--- config.mk ---
export PLATFORM = sky130hd
export DESIGN_NAME = scrolling_text_buffer_flat
export DESIGN_NICKNAME = d
export VERILOG_FILES = /design/src/rtl/text_pkg.sv /design/src/rtl/scrolling_text_buffer_if.sv /design/src/rtl/scrolling_text_buffer_vector.sv /design/src/rtl/scrolling_text_buffer.sv /design/src/flat_wrapper.sv
export SDC_FILE = /design/constraint.sdc
export NUM_CORES = 2
export LEC_CHECK = 0
export ABC_AREA = 1
export CORE_MARGIN = 2
export CORE_UTILIZATION = 55
export CTS_CLUSTER_SIZE = 20
export DETAILED_ROUTE_END_ITERATION = 8
export GPL_TIMING_DRIVEN = 1
export PLACE_DENSITY = 0.67
export SKIP_CTS_REPAIR_TIMING = 1
export SYNTH_ARGS = -nofsm -noshare
export SYNTH_HDL_FRONTEND = slang
export SYNTH_HIERARCHICAL = 1
export SYNTH_SLANG_ARGS = --single-unit
--- constraint.sdc ---
create_clock -name clk -period 8 [get_ports clk]
set_input_delay 1.2 -clock clk [delete_from_list [all_inputs] [get_ports clk]]
set_output_delay 1.2 -clock clk [all_outputs]
set_load 0.01 [all_outputs]
--- src/rtl/text_pkg.sv ---
// Shared encodings for the text editing blocks: controller states, command
// priority and the vector storage operations.
package text_pkg;

  typedef enum logic [2:0] {
    READY,
    HANDLE_INPUT,
    HANDLE_INPUT_FINISH,
    ITER,
    ITER_FINISH
  } text_state_e;

  typedef enum logic [2:0] {
    CMD_NONE,
    CMD_INSERT,
    CMD_BACKSPACE,
    CMD_DEL,
    CMD_LEFT,
    CMD_RIGHT,
    CMD_HOME,
    CMD_END
  } text_cmd_e;

  typedef enum logic {
    VEC_INSERT,
    VEC_REMOVE
  } vec_op_e;

  function automatic text_cmd_e prio_cmd(input logic sym_nz, input logic backspace,
                                         input logic del, input logic left,
                                         input logic right, input logic home,
                                         input logic end_key);
    if (sym_nz)         return CMD_INSERT;
    else if (backspace) return CMD_BACKSPACE;
    else if (del)       return CMD_DEL;
    else if (left)      return CMD_LEFT;
    else if (right)     return CMD_RIGHT;
    else if (home)      return CMD_HOME;
    else if (end_key)   return CMD_END;
    else                return CMD_NONE;
  endfunction

endpackage

--- src/rtl/scrolling_text_buffer_if.sv ---
// Editing command, iteration and status signals of the scrolling text buffer.
interface scrolling_text_buffer_if #(
  parameter int SYMBOL_WIDTH = 7,
  parameter int LENGTH_WIDTH = 7
);
  logic                    left, right, home, end_key, backspace, del;
  logic [SYMBOL_WIDTH-1:0] symbol;
  logic                    input_ready;
  logic                    full_iter_start, visible_iter_start, iter_en;
  logic [SYMBOL_WIDTH-1:0] iter_out;
  logic                    iter_out_valid, iter_last, cursor_left, cursor_right;
  logic [LENGTH_WIDTH-1:0] length, cursor_index, view_start;

  modport master (
    output left, right, home, end_key, backspace, del, symbol,
    output full_iter_start, visible_iter_start, iter_en,
    input  input_ready, iter_out, iter_out_valid, iter_last,
    input  cursor_left, cursor_right, length, cursor_index, view_start
  );

  modport slave (
    input  left, right, home, end_key, backspace, del, symbol,
    input  full_iter_start, visible_iter_start, iter_en,
    output input_ready, iter_out, iter_out_valid, iter_last,
    output cursor_left, cursor_right, length, cursor_index, view_start
  );
endinterface

--- src/rtl/scrolling_text_buffer_vector.sv ---
// Symbol storage with insert/remove at an index; one operation completes per
// request and is acknowledged by op_ready in the following cycle.
module scrolling_text_buffer_vector
  import text_pkg::*;
#(
  parameter int SYMBOL_WIDTH  = 7,
  parameter int SYMBOLS_COUNT = 127,
  parameter int LENGTH_WIDTH  = 7
) (
  input  logic                    clk,
  input  logic                    rst_n,
  input  logic                    op_valid,
  input  vec_op_e                 op_kind,
  input  logic [LENGTH_WIDTH-1:0] op_index,
  input  logic [SYMBOL_WIDTH-1:0] op_symbol,
  output logic                    op_ready,
  input  logic [LENGTH_WIDTH-1:0] rd_index,
  output logic [SYMBOL_WIDTH-1:0] rd_data,
  output logic [LENGTH_WIDTH-1:0] length
);
  localparam logic [LENGTH_WIDTH-1:0] ONE = LENGTH_WIDTH'(1);

  logic [SYMBOL_WIDTH-1:0] mem [SYMBOLS_COUNT];
  logic                    done_q;
  logic [LENGTH_WIDTH-1:0] len_q;
  logic                    start;

  assign start    = op_valid && !done_q;
  assign op_ready = done_q;
  assign length   = len_q;

  always_ff @(posedge clk) begin
    if (!rst_n) begin
      done_q <= 1'b0;
      len_q  <= '0;
    end else begin
      done_q <= start;
      if (start) len_q <= (op_kind == VEC_INSERT) ? len_q + ONE : len_q - ONE;
    end
  end

  // Contents past len_q are never read, so the array needs no reset.
  always_ff @(posedge clk) begin
    if (rst_n && start) begin
      if (op_kind == VEC_INSERT) begin
        for (int i = 1; i < SYMBOLS_COUNT; i++)
          if (LENGTH_WIDTH'(i) > op_index) mem[i] <= mem[i-1];
        for (int i = 0; i < SYMBOLS_COUNT; i++)
          if (LENGTH_WIDTH'(i) == op_index) mem[i] <= op_symbol;
      end else begin
        for (int i = 0; i < SYMBOLS_COUNT - 1; i++)
          if (LENGTH_WIDTH'(i) >= op_index) mem[i] <= mem[i+1];
      end
    end
  end

  always_comb begin
    rd_data = '0;
    for (int i = 0; i < SYMBOLS_COUNT; i++)
      if (LENGTH_WIDTH'(i) == rd_index && rd_index < len_q) rd_data = mem[i];
  end

endmodule

--- src/rtl/scrolling_text_buffer.sv ---
// Line editor with cursor and scrolling view; emits the whole buffer or the
// visible window one slot per iter_en.
module scrolling_text_buffer
  import text_pkg::*;
#(
  parameter int SYMBOL_WIDTH  = 7,
  parameter int SYMBOLS_COUNT = 127,
  parameter int VISIBLE_COUNT = 32
) (
  input  logic                    clk,
  input  logic                    rst_n,
  scrolling_text_buffer_if.slave  bus
);
  localparam int LENGTH_WIDTH = $clog2(SYMBOLS_COUNT + 1);
  localparam logic [LENGTH_WIDTH-1:0] ONE    = LENGTH_WIDTH'(1);
  localparam logic [LENGTH_WIDTH-1:0] MAX_LEN = LENGTH_WIDTH'(SYMBOLS_COUNT);
  localparam logic [LENGTH_WIDTH-1:0] VIS_M1 = LENGTH_WIDTH'(VISIBLE_COUNT - 1);

  text_state_e             state_q, state_d;
  text_cmd_e               cmd_q, cmd_in;
  logic [SYMBOL_WIDTH-1:0] sym_q;
  logic [LENGTH_WIDTH-1:0] cursor_q, view_q, iter_idx_q, iter_stop_q;
  logic                    view_pending_q;
  logic                    accept_cmd, accept_iter, iter_fire, input_ready;
  logic                    need_op, op_valid, op_ready;
  vec_op_e                 op_kind;
  logic [LENGTH_WIDTH-1:0] op_index, length;
  logic [SYMBOL_WIDTH-1:0] rd_data, iter_out_q;
  logic                    iter_valid_q, iter_last_q, cur_left_q, cur_right_q;

  assign cmd_in = prio_cmd(bus.symbol != '0, bus.backspace, bus.del, bus.left,
                           bus.right, bus.home, bus.end_key);

  always_comb begin
    need_op  = 1'b0;
    op_kind  = VEC_INSERT;
    op_index = cursor_q;
    case (cmd_q)
      CMD_INSERT:    need_op = (length != MAX_LEN);
      CMD_BACKSPACE: begin
        need_op  = (cursor_q != '0);
        op_kind  = VEC_REMOVE;
        op_index = cursor_q - ONE;
      end
      CMD_DEL: begin
        need_op = (cursor_q != length);
        op_kind = VEC_REMOVE;
      end
      default: ;
    endcase
  end

  always_comb begin
    state_d     = state_q;
    accept_cmd  = 1'b0;
    accept_iter = 1'b0;
    iter_fire   = 1'b0;
    op_valid    = 1'b0;
    input_ready = 1'b0;
    case (state_q)
      READY: begin
        if (!view_pending_q) begin
          if (cmd_in != CMD_NONE) begin
            accept_cmd = 1'b1;
            state_d    = HANDLE_INPUT;
          end else if (bus.full_iter_start || bus.visible_iter_start) begin
            accept_iter = 1'b1;
            state_d     = ITER;
          end
        end
      end
      HANDLE_INPUT: begin
        if (need_op) begin
          op_valid = 1'b1;
          if (op_ready) state_d = HANDLE_INPUT_FINISH;
        end else begin
          state_d = HANDLE_INPUT_FINISH;
        end
      end
      HANDLE_INPUT_FINISH: begin
        input_ready = 1'b1;
        state_d     = READY;
      end
      ITER: begin
        if (bus.iter_en) begin
          iter_fire = 1'b1;
          if (iter_idx_q == iter_stop_q) state_d = ITER_FINISH;
        end
      end
      ITER_FINISH: state_d = READY;
      default:     state_d = READY;
    endcase
  end

  always_ff @(posedge clk) begin
    if (!rst_n) begin
      state_q        <= READY;
      cmd_q          <= CMD_NONE;
      sym_q          <= '0;
      cursor_q       <= '0;
      view_q         <= '0;
      iter_idx_q     <= '0;
      iter_stop_q    <= '0;
      view_pending_q <= 1'b0;
      iter_out_q     <= '0;
      iter_valid_q   <= 1'b0;
      iter_last_q    <= 1'b0;
      cur_left_q     <= 1'b0;
      cur_right_q    <= 1'b0;
    end else begin
      state_q <= state_d;
      if (accept_cmd) begin
        cmd_q <= cmd_in;
        sym_q <= bus.symbol;
      end
      if (accept_iter) begin
        if (bus.full_iter_start) begin
          iter_idx_q  <= '0;
          iter_stop_q <= length;
        end else begin
          iter_idx_q  <= view_q;
          iter_stop_q <= view_q + VIS_M1;
        end
      end
      // Length is already post-operation here, so saturation uses the new value.
      if (state_q == HANDLE_INPUT_FINISH) begin
        view_pending_q <= 1'b1;
        case (cmd_q)
          CMD_INSERT, CMD_RIGHT:   if (cursor_q < length) cursor_q <= cursor_q + ONE;
          CMD_BACKSPACE, CMD_LEFT: if (cursor_q != '0) cursor_q <= cursor_q - ONE;
          CMD_HOME:                cursor_q <= '0;
          CMD_END:                 cursor_q <= length;
          default: ;
        endcase
      end else if (view_pending_q) begin
        view_pending_q <= 1'b0;
        if (cursor_q < view_q)               view_q <= cursor_q;
        else if (cursor_q > view_q + VIS_M1) view_q <= cursor_q - VIS_M1;
      end
      iter_valid_q <= iter_fire;
      iter_out_q   <= iter_fire ? rd_data : '0;
      iter_last_q  <= iter_fire && (iter_idx_q == iter_stop_q);
      cur_left_q   <= iter_fire && (iter_idx_q == cursor_q);
      cur_right_q  <= iter_fire && (cursor_q != '0) && (iter_idx_q == cursor_q - ONE);
      if (iter_fire) iter_idx_q <= iter_idx_q + ONE;
    end
  end

  scrolling_text_buffer_vector #(
    .SYMBOL_WIDTH (SYMBOL_WIDTH),
    .SYMBOLS_COUNT(SYMBOLS_COUNT),
    .LENGTH_WIDTH (LENGTH_WIDTH)
  ) u_vector (
    .clk      (clk),
    .rst_n    (rst_n),
    .op_valid (op_valid),
    .op_kind  (op_kind),
    .op_index (op_index),
    .op_symbol(sym_q),
    .op_ready (op_ready),
    .rd_index (iter_idx_q),
    .rd_data  (rd_data),
    .length   (length)
  );

  assign bus.input_ready    = input_ready;
  assign bus.iter_out       = iter_out_q;
  assign bus.iter_out_valid = iter_valid_q;
  assign bus.iter_last      = iter_last_q;
  assign bus.cursor_left    = cur_left_q;
  assign bus.cursor_right   = cur_right_q;
  assign bus.length         = length;
  assign bus.cursor_index   = cursor_q;
  assign bus.view_start     = view_q;

endmodule
--- src/flat_wrapper.sv ---
// flat-port wrapper written by rule: the top's interface ports become plain ports
module scrolling_text_buffer_flat import text_pkg::*;
#(
  parameter int SYMBOL_WIDTH  = 7,
  parameter int SYMBOLS_COUNT = 127,
  parameter int VISIBLE_COUNT = 32
)
  (clk, rst_n, bus_left, bus_right, bus_home, bus_end_key, bus_backspace, bus_del, bus_symbol, bus_full_iter_start, bus_visible_iter_start, bus_iter_en, bus_input_ready, bus_iter_out, bus_iter_out_valid, bus_iter_last, bus_cursor_left, bus_cursor_right, bus_length, bus_cursor_index, bus_view_start);
  scrolling_text_buffer_if #(.SYMBOL_WIDTH(SYMBOL_WIDTH)) bus_i ();
  input  logic clk;
  input  logic rst_n;
  input wire logic [$bits(bus_i.left)-1:0] bus_left;
  input wire logic [$bits(bus_i.right)-1:0] bus_right;
  input wire logic [$bits(bus_i.home)-1:0] bus_home;
  input wire logic [$bits(bus_i.end_key)-1:0] bus_end_key;
  input wire logic [$bits(bus_i.backspace)-1:0] bus_backspace;
  input wire logic [$bits(bus_i.del)-1:0] bus_del;
  input wire logic [$bits(bus_i.symbol)-1:0] bus_symbol;
  input wire logic [$bits(bus_i.full_iter_start)-1:0] bus_full_iter_start;
  input wire logic [$bits(bus_i.visible_iter_start)-1:0] bus_visible_iter_start;
  input wire logic [$bits(bus_i.iter_en)-1:0] bus_iter_en;
  output wire logic [$bits(bus_i.input_ready)-1:0] bus_input_ready;
  output wire logic [$bits(bus_i.iter_out)-1:0] bus_iter_out;
  output wire logic [$bits(bus_i.iter_out_valid)-1:0] bus_iter_out_valid;
  output wire logic [$bits(bus_i.iter_last)-1:0] bus_iter_last;
  output wire logic [$bits(bus_i.cursor_left)-1:0] bus_cursor_left;
  output wire logic [$bits(bus_i.cursor_right)-1:0] bus_cursor_right;
  output wire logic [$bits(bus_i.length)-1:0] bus_length;
  output wire logic [$bits(bus_i.cursor_index)-1:0] bus_cursor_index;
  output wire logic [$bits(bus_i.view_start)-1:0] bus_view_start;
  assign bus_i.left = bus_left;
  assign bus_i.right = bus_right;
  assign bus_i.home = bus_home;
  assign bus_i.end_key = bus_end_key;
  assign bus_i.backspace = bus_backspace;
  assign bus_i.del = bus_del;
  assign bus_i.symbol = bus_symbol;
  assign bus_i.full_iter_start = bus_full_iter_start;
  assign bus_i.visible_iter_start = bus_visible_iter_start;
  assign bus_i.iter_en = bus_iter_en;
  assign bus_input_ready = bus_i.input_ready;
  assign bus_iter_out = bus_i.iter_out;
  assign bus_iter_out_valid = bus_i.iter_out_valid;
  assign bus_iter_last = bus_i.iter_last;
  assign bus_cursor_left = bus_i.cursor_left;
  assign bus_cursor_right = bus_i.cursor_right;
  assign bus_length = bus_i.length;
  assign bus_cursor_index = bus_i.cursor_index;
  assign bus_view_start = bus_i.view_start;
  scrolling_text_buffer #(.SYMBOL_WIDTH(SYMBOL_WIDTH), .SYMBOLS_COUNT(SYMBOLS_COUNT), .VISIBLE_COUNT(VISIBLE_COUNT)) u_core (.clk(clk), .rst_n(rst_n), .bus(bus_i));
endmodule
==> flow_metrics.tcl <==
set metrics [dict create \
    grt_use_total 0.430 \
    drc 0 \
    reg2reg_to "u_core/bus.iter_out[1]" \
    peakVddDrop_uv 218 \
    worstSetupStartpointType "flop" \
    synth-edff-count 889 \
    drt_wl_total_mm 248 \
    rr_worst_depth 80 \
    drtIter0Drc 9393 \
    dieArea_mm2 0.112 \
    path_class "reg2reg" \
    min_path_cells 2 \
    cts_buffer_depth 3 \
    cts.clk_slew.worst_paths_ns 0.06 \
    num-nets-final 8137 \
    hold_viol 0 \
    regToRegSetupSlack_ns -0.61 \
    slew_headroom 0.0833 \
    cts_tree "done" \
    clkLatencyLatePin_ns 0.75 \
    period_minus_slack_ns 8.61 \
    maxSlewViolCount 0 \
    synth-xor-area-share 0.00552 \
    power_density_mw_per_mm2 321 \
    fin_tns_setup_ns -2.21 \
    setup_ws_ns -0.609 \
    yosys_warnings 6 \
    seqCellArea_mm2 0.0279 \
    dp_slack_ns -0.322 \
    clock_sinks 950 \
    yosys.area_share.simple 0.266 \
    grt_pass1_wl_mm 363 \
    pwr-share-comb 0.425 \
    max_freq_ghz 0.116 \
    tightestPinTransition_ns 1.37 \
    die_height_um 335 \
    start_util 0.554 \
    antenna_found_initial 8 \
    syn_area_mm2 0.0603 \
    n_fill_cell 9984 \
    period_share 1.08 \
    p_switching_mw 9.52 \
    grt_pass1_vias 56400 \
    power.share.clock 0.237 \
    routed-via-count 62300 \
    p_sw_frac 0.443 \
    synth_compound_area_frac 0.181 \
    synthCells 8071 \
    io_pins 51 \
    h-tree-depth 3 \
    num_rows 121 \
    muxShareOfSynthArea 0.00110 \
    viasPerCell 6.49 \
    syn_to_final_growth_pct 11.0 \
    ys.flop_type "edfxtp_1" \
    avgSynthCellArea_um2 7.47 \
    synth_top_family_by_area "simple AND/OR/NAND/NOR gates" \
    reg2reg_from "u_core/u_vector/length[2]" \
    synth_nets 8128 \
    wl_per_cell_um 25.8 \
    rsz0062_at_grt "true" \
    required_ns 8.62 \
    setup_viol 7 \
    end_kind "flop" \
    synth_fa_ha_area_frac 0.00822 \
    drtPass1Iterations 8 \
    slowest_delay_ns 0.34 \
    ys_types 53 \
    ant_nets 0 \
    hp-class "reg2reg" \
    internal-power_mw 12.0 \
    hold_end "u_core/iter_stop_q[3]" \
    place_hpwl_mm 176 \
    hp-start "u_core/iter_stop_q[3]" \
    ys_async_sr_fraction 0 \
    finClkSkew_ns 0.0396 \
    crit_slowest_cell "dfxtp_2" \
    multi_input_area_mm2 0.0282 \
    gp_congestion 1.05 \
    seq_power_share 0.339 \
    die_w_um 335 \
    status "finished, violations left" \
    drive_gt1_frac 0.0732 \
    port_buffers 50 \
    seq_area_frac_synth 0.463 \
    cp_max_fo 6 \
    numCtsBuffers 109 \
    arrival_ns 9.23 \
    synth.ff_latch_count 950 \
    grt_max_degree 115 \
    cts_root_buffer "clkbuf_16" \
    violations "negative setup slack" \
    gr-total-overflow 0 \
    drv_cap 0 \
    p_leak_nw 26.3 \
    core-area_mm2 0.109 \
]
==> per-stage QoR <==
step           instances  instance area (um^2)  hold WS [ns]  utilization  power [mW]
6_report            9596                 66900         0.466        0.615        21.5
3_5_place_dp        9376                 63000         0.458        0.579        15.7
5_1_grt             9587                 66900         0.483        0.615        22.2
2_1_floorplan       8071                 60300         0.436            -        12.1
4_1_cts             9580                 66500         0.468        0.611        20.8
3_3_place_gp        9376                 63000         0.451        0.579        15.6
==> state kept, by name, summed over array words and instances (netlist names), 3 cells and up <==
register                 cells
u_core/u_vector/length       7
u_core/cmd_q                 3
u_core/bus.iter_out          7
u_core/iter_idx_q            7
u_core/iter_stop_q           7
u_core/state_q               3
u_core/u_vector/mem        889
u_core/bus.cursor_index      7
u_core/sym_q                 7
u_core/bus.view_start        7
==> worst max-delay path, delay by kind of cell, from the launching register on <==
family | cells | cell delay (ns)
adder cells (fa/ha/maj) | 1 | 0.26
buffers and inverters | 5 | 0.36
flip-flops | 1 | 0.34
AND/OR/NAND/NOR | 74 | 7.56
==> routing by layer <==
metal | vias to the layer above | GRT usage | routed length [um]
met2 | 4395 | 0.642 | 106000
met1 | 29200 | 0.573 | 93000
met3 | 908 | 0.108 | 32900
li1 | 27800 | - | -
met4 | 14 | 0.238 | 16300
met5 | - | 0.00174 | 92
==> worst max-delay path by stage <==
stage,from,endpoint
3_3_place_gp,u_core/u_vector/length[6],u_core/bus.iter_out[1]
2_1_floorplan,u_core/u_vector/length[4],u_core/bus.iter_out[6]
6_report,u_core/u_vector/length[2],u_core/bus.iter_out[1]
3_5_place_dp,u_core/u_vector/length[6],u_core/bus.iter_out[1]
5_1_grt,u_core/u_vector/length[2],u_core/bus.iter_out[1]
4_1_cts,u_core/u_vector/length[6],u_core/bus.iter_out[1]
==> cell usage after synthesis (2+ instances only) <==
cell / instances / area, um^2
xor2_1: 24 / 210
xnor2_1: 14 / 123
o21a_1: 16 / 120
clkbuf_1: 358 / 1340
o21ai_0: 805 / 4030
a21oi_1: 465 / 2330
a22oi_1: 4 / 30.0
a21o_1: 2 / 15.0
nand2_1: 2092 / 7850
dfxtp_1: 61 / 1220
a21oi_2: 2 / 17.5
nand3b_1: 2 / 15.0
buf_1: 34 / 128
mux2_2: 5 / 56.3
a31oi_1: 351 / 2200
clkinv_1: 29 / 109
ha_1: 38 / 475
nor3_2: 3 / 30.0
o31ai_1: 2 / 15.0
a211oi_1: 11 / 82.6
a21oi_4: 3 / 48.8
or2_2: 21 / 131
nand2_2: 5 / 31.3
o2111ai_1: 2 / 17.5
o221ai_1: 4 / 35.0
nor4_1: 9 / 56.3
edfxtp_1: 889 / 26700
o21ai_1: 6 / 30.0
nor3_1: 83 / 415
inv_2: 14 / 52.6
nor2_4: 3 / 33.8
o22ai_1: 37 / 231
nand2_4: 5 / 56.3
buf_6: 3 / 33.8
inv_1: 750 / 2820
nand3_2: 2 / 20.0
a31o_2: 14 / 123
o211ai_1: 206 / 1550
nand3_1: 404 / 2020
nand4_1: 223 / 1400
inv_4: 2 / 12.5
buf_2: 8 / 40.0
nor2_1: 1050 / 3940
==> final cells by class <==
class | count | area share
diodes | 9 | 0.000337
clock buffers | 133 | 0.0429
clock inverters | 71 | 0.00969
inverters | 795 | 0.0450
multi-input cells | 5922 | 0.421
flip-flops and latches | 950 | 0.418
well taps | 1414 | 0.0264
repair buffers | 302 | 0.0368
==> logic make-up (layout without fill, tap and decap cells) <==
| group | count (synthesis) | count (layout) |
|---|---|---|
| other | 0 | 9 |
| DFF | 950 | 950 |
| AOI/OAI and AO/OA | 1932 | 1932 |
| adders and majority gates | 39 | 39 |
| xor gates and xnor gates | 38 | 38 |
| muxes | 6 | 6 |
| and+or+nand+nor | 3907 | 3907 |
| buffers and inverters | 1199 | 1301 |
==> cells in the final DEF, fill, tap and decap left out, types with 14 or more instances in the layout <==
cell / n
dfxtp_1: 49
nand3_2: 23
or2_2: 21
xor2_1: 24
o211ai_1: 206
nand3_1: 381
clkdlybuf4s50_1: 50
inv_1: 738
buf_4: 246
nand2_2: 32
xnor2_1: 14
a31oi_1: 351
o21ai_0: 799
clkinv_1: 49
a31o_2: 14
nor3_1: 82
edfxtp_1: 889
nand2_1: 2065
a21oi_1: 465
clkbuf_1: 20
nor2_1: 1036
o21a_1: 16
ha_1: 32
clkbuf_16: 111
inv_2: 26
clkinv_2: 26
o22ai_1: 37
nand4_1: 223
==> power groups by stage <==
stage | clock, mW | combinational, mW | sequential [mW]
2_1_floorplan | 0 | 5.07 | 6.98
3_3_place_gp | 0 | 8.26 | 7.33
3_5_place_dp | 0 | 8.39 | 7.33
4_1_cts | 5.10 | 8.42 | 7.23
5_1_grt | 5.27 | 9.61 | 7.30
6_report | 5.08 | 9.12 | 7.28
No activity file was read; power rests on OpenSTA's default activity.
